### config.mk
export PLATFORM = sky130hd
export DESIGN_NAME = alu_share_ctrl
export DESIGN_NICKNAME = d
export VERILOG_FILES = /design/src/rtl/alu_share_ctrl.sv
export SDC_FILE = /design/constraint.sdc
export NUM_CORES = 1
export LEC_CHECK = 0
export ABC_AREA = 1
export CAP_MARGIN = 10
export CELL_PAD_IN_SITES_DETAIL_PLACEMENT = 1
export CELL_PAD_IN_SITES_GLOBAL_PLACEMENT = 1
export CORE_MARGIN = 2
export CORE_UTILIZATION = 28
export CTS_BUF_LIST = sky130_fd_sc_hd__clkbuf_8
export DETAILED_ROUTE_END_ITERATION = 10
export PLACE_DENSITY = 0.84
export SLEW_MARGIN = 20
export SYNTH_ARGS = -nofsm -noshare
export SYNTH_HDL_FRONTEND = slang
export SYNTH_SLANG_ARGS = --single-unit
export TNS_END_PERCENT = 20
### constraint.sdc
create_clock -name clk -period 1.2 [get_ports clk]
set_input_delay 0.18 -clock clk [delete_from_list [all_inputs] [get_ports clk]]
set_output_delay 0.18 -clock clk [all_outputs]
set_load 0.01 [all_outputs]
### src/rtl/alu_share_ctrl.sv
// Round-robin controller that shares one registered 4-op ALU between two
// valid/ready requesters and returns tagged results on a backpressured channel.
module alu_share_ctrl #(
  parameter int CNT_W = 16
) (
  input  logic                    clk,
  input  logic                    reset,
  input  logic                    r0_valid,
  output logic                    r0_ready,
  input  logic [1:0]              r0_opcode,
  input  logic signed [3:0]       r0_a,
  input  logic signed [3:0]       r0_b,
  input  logic                    r1_valid,
  output logic                    r1_ready,
  input  logic [1:0]              r1_opcode,
  input  logic signed [3:0]       r1_a,
  input  logic signed [3:0]       r1_b,
  output logic [1:0]              alu_opcode,
  output logic signed [3:0]       alu_a,
  output logic signed [3:0]       alu_b,
  input  logic signed [4:0]       alu_c,
  output logic                    resp_valid,
  input  logic                    resp_ready,
  output logic                    resp_id,
  output logic signed [4:0]       resp_data,
  output logic [CNT_W-1:0]        op_count,
  output logic                    busy
);

  typedef enum logic [1:0] {IDLE, ISSUE, CAPTURE, RESP} state_t;

  state_t state;
  state_t state_next;
  logic   rr_ptr;
  logic   owner;
  logic   grant_vld;
  logic   grant_id;

  always_comb begin
    state_next = state;
    grant_vld  = 1'b0;
    grant_id   = 1'b0;
    case (state)
      IDLE: begin
        // Ready is combinational, so it must be held off while reset is applied.
        grant_vld = (r0_valid | r1_valid) & ~reset;
        grant_id  = (r0_valid & r1_valid) ? rr_ptr : r1_valid;
        if (grant_vld) state_next = ISSUE;
      end
      ISSUE:   state_next = CAPTURE;
      CAPTURE: state_next = RESP;
      RESP:    if (resp_ready) state_next = IDLE;
      default: state_next = IDLE;
    endcase
  end

  assign r0_ready = grant_vld & ~grant_id;
  assign r1_ready = grant_vld & grant_id;
  assign busy     = (state != IDLE);

  always_ff @(posedge clk) begin
    if (reset) state <= IDLE;
    else       state <= state_next;
  end

  always_ff @(posedge clk) begin
    if (reset) begin
      rr_ptr     <= 1'b0;
      owner      <= 1'b0;
      alu_opcode <= 2'b00;
      alu_a      <= 4'sd0;
      alu_b      <= 4'sd0;
      resp_valid <= 1'b0;
      resp_id    <= 1'b0;
      resp_data  <= 5'sd0;
      op_count   <= '0;
    end else begin
      // Accept: latch the winner's operands; they stay put until the next grant.
      if (grant_vld) begin
        alu_opcode <= grant_id ? r1_opcode : r0_opcode;
        alu_a      <= grant_id ? r1_a : r0_a;
        alu_b      <= grant_id ? r1_b : r0_b;
        owner      <= grant_id;
      end
      // Capture: the ALU result registered at the end of ISSUE is now on alu_c.
      if (state == CAPTURE) begin
        resp_data  <= alu_c;
        resp_id    <= owner;
        resp_valid <= 1'b1;
      end
      // Response handshake: hand priority to the requester that was not just served.
      if (state == RESP && resp_ready) begin
        resp_valid <= 1'b0;
        op_count   <= op_count + CNT_W'(1);
        rr_ptr     <= ~resp_id;
      end
    end
  end

endmodule

==> metrics <==
outcome=finished, violations left; failing checks=setup timing; htree depth=2; CP Capture Point=r0_ready; RSZ-0062 raised after global routing=true; Placed Cells incl. Taps=416; clock sink total=37; DRT antenna net count=0; routability cong.=0.828; Worst-Margin Slew=about 250 ps; Yosys cell types=25; dominant cells by area after synthesis=dfxtp_1, nand2_1, nor2_1; syn_area_per_cell=about 6.8 µm²; Worst slew margin=0.831; Reg-to-Reg End=op_count[6]; initial drt markers=40; Fin. Hold Viols=0; Pleak=around 1.4 nW; number of antenna violations at the first check in global routing=0; Synth Instances=about 260; Post-Syn Nets=292; CP max FO=4; number of global-route vias before repair=1,992; Multi-input gate area=a little under 1000 µm²; Max Root-Sink Buffers=2; crit path time final=about 1400 ps; Reg-to-Reg Start=state[0]; CP peak stage delay=around 340 ps; Final Cycle Share=1.18; WP data required=slightly above 1000 ps; via count=1,960; cell taking the most area after synthesis=dfxtp_1; Die ar.=roughly 6900 µm²; register area share after synthesis=0.425; yosys warns=0; peak supply drop=~1200 µV; R2R Setup Slk=-160 ps; Initial Util=0.292; PortBufs=65; fmax=709 MHz; clock-pin slew on the worst setup and hold paths=70 ps; DR pass1 iterations=4; Worst Setup End Kind=output port; Die W=a little over 80 µm; Mapped Area=around 1700 µm²; final slew viol count=0; Synth-to-Final Area Change=67.8%; gr ovfl total=0; Worst Clk Skew=between 3 and 4 ps; mean number of vias per cell=around 4.6; CORE AREA=5960 µm²; top cell family by delay on the critical path=flip-flops; Post-CTS Hold Fix Bufs=0; routed length on met2=between 2000 and 3000 µm; Seq cells post-synth=37; first-pass GRT wire length=8920 µm; PnR worst setup slack=-211 ps; Worst Path Buf+Inv=2; Post-Layout Cell Count=430; drt wl/cell=roughly 13 µm; filler cell count=~760; Clk Latency, worst-skew pair=about 300 ps; met3 WL post-DR=between 300 and 400 µm; cell depth of the worst setup path=5; IO Count=66; NumNets Final=a little under 400; Setup crit start kind=register; highest metal used=met4; met1 wire length=2240 µm; power per cell area=between 1500 and 2000 nW/µm²; DRC violations left=0; final wirelength=approximately 5500 µm; Die Ht=between 80 and 90 µm; dpl ws=-637 ps; detailed placement HPWL=around 4000 µm; Row Count=28; fin area=about 2900 µm²; TritonCTS clock tree=yes; setup violators final=29; crit path kind=reg -> out; placed cell areas=2700 µm²; Root Driver=clkbuf_8; Reg area=756 µm²; share of cells above drive strength 1=0.237; Worst Reg-to-Reg Cells=7; GRT Util Overall=0.157; ant diodes=0; CP max-delay cell=dfxtp_2; largest net degree at the start of global routing=22; CP Cell Sequence=inv_2, ha_4, nand2_2, a31oi_4, buf_2; Critical Path Start=state[0]; MaxCap Viol Count=0; CTS buffer count=5; area share of the largest cell type after synthesis=0.425; HP Class=reg -> reg; WP data arrival=1230 ps
## per-stage QoR
| step | setup TNS (ps) | util | hold slack [ps] | power [W] |
|---|---|---|---|---|
| 2_1_floorplan | -199 | - | 249 | 0.00233 |
| 3_5_place_dp | -13240 | 0.453 | 458 | 0.00315 |
| 6_report | -2120 | 0.491 | 466 | 0.00439 |
| 5_1_grt | -5180 | 0.491 | 484 | 0.00467 |
| 4_1_cts | -2210 | 0.478 | 463 | 0.00430 |
| 3_3_place_gp | -11650 | 0.453 | 452 | 0.00308 |
## kinds of logic after synthesis
group / after synthesis / share of synthesized area
compound gates: 52 / 0.152
fa+ha+maj: 4 / 0.0287
buf+inv: 43 / 0.103
flops: 37 / 0.425
simple gates: 122 / 0.291
## tightest hold or removal path, delay by kind of cell, from the launching register on
family           cells  cell delay [ps]
AO/OA/AOI/OAI        1               60
AND/OR/NAND/NOR      1               60
flip-flops           1              310
## Yosys cell counts
cell type   n
nand2_2     2
nor3_4      1
nand2_1    64
dfxtp_1    37
a21oi_1    22
nand4_1     1
nor2_2      2
a31oi_1     1
nor2_1     39
o22ai_1     1
o21bai_1    1
nor3_1      3
o21ai_1     2
buf_2       2
clkinv_1    1
inv_2       1
ha_1        4
o21ai_0    25
buf_1       1
clkbuf_1    1
buf_6       2
nand3b_1    1
nand3_1     8
inv_1      35
nand3_2     1
## cell usage in the layout (no fill, tap or decap), types with 3 or more instances in the layout
| master | synthesis | routed |
|---|---|---|
| a21oi_1 | 22 | 19 |
| a21oi_2 | 0 | 3 |
| buf_2 | 2 | 4 |
| buf_4 | 0 | 24 |
| buf_6 | 2 | 6 |
| clkbuf_8 | 0 | 7 |
| clkdlybuf4s50_1 | 0 | 27 |
| dfxtp_1 | 37 | 29 |
| dfxtp_2 | 0 | 6 |
| dlygate4sd2_1 | 0 | 30 |
| ha_4 | 0 | 4 |
| inv_1 | 35 | 31 |
| inv_2 | 1 | 3 |
| nand2_1 | 64 | 63 |
| nand3_1 | 8 | 5 |
| nand3_2 | 1 | 4 |
| nor2_1 | 39 | 39 |
| o21ai_1 | 2 | 18 |
| o21ai_2 | 0 | 7 |
## sequential cells by signal (all words and copies together), names as in the netlist, 2 cells and up
| name | count |
|---|---|
| alu_opcode | 2 |
| state | 2 |
| op_count | 16 |
| alu_a | 4 |
| alu_b | 4 |
| resp_data | 5 |
## where the power goes
part | total (W) | internal (W) | switching [W]
clock network | 0.000986 | 0.000520 | 0.000466
logic | 0.00186 | 0.000943 | 0.000921
registers | 0.00154 | 0.00142 | 0.000117
total | 0.00439 | 0.00289 | 0.00150
## per-layer routing
layer  up-vias  GRT usage
li1       1003          -
met1       908      0.167
met2        42      0.292
met3         7     0.0537
met4         0     0.0447
met5         -          0
## how the worst min path moves through the flow
| stage | slack, ps | endpoint | startpoint | depth (start not counted) |
|---|---|---|---|---|
| global placement | 450 | alu_b[1] | alu_b[1] | 2 |
| CTS | 460 | resp_data[4] | alu_c[4] | 3 |
| global route | 480 | resp_data[4] | alu_c[4] | 3 |
| detailed placement | 460 | alu_b[3] | alu_b[3] | 2 |
| finish | 470 | alu_a[3] | alu_a[3] | 2 |
| floorplan | 250 | alu_a[0] | reset | 1 |
## layout make-up
class,count,area share
repair buffers,95,0.291
clock buffers,7,0.0330
multi-input cells,178,0.333
flip-flops and latches,37,0.259
clock inverters,1,0.00171
inverters,37,0.0509
well taps,75,0.0321
## timing repair
| action | CTS | global route |
|---|---|---|
| buffers inserted | 4 | 2 |
| gates resized for setup | 92 | 24 |
| pin swaps | 6 | 9 |
| setup endpoints to repair | 70 | 42 |
No activity file was read; power rests on OpenSTA's default activity.
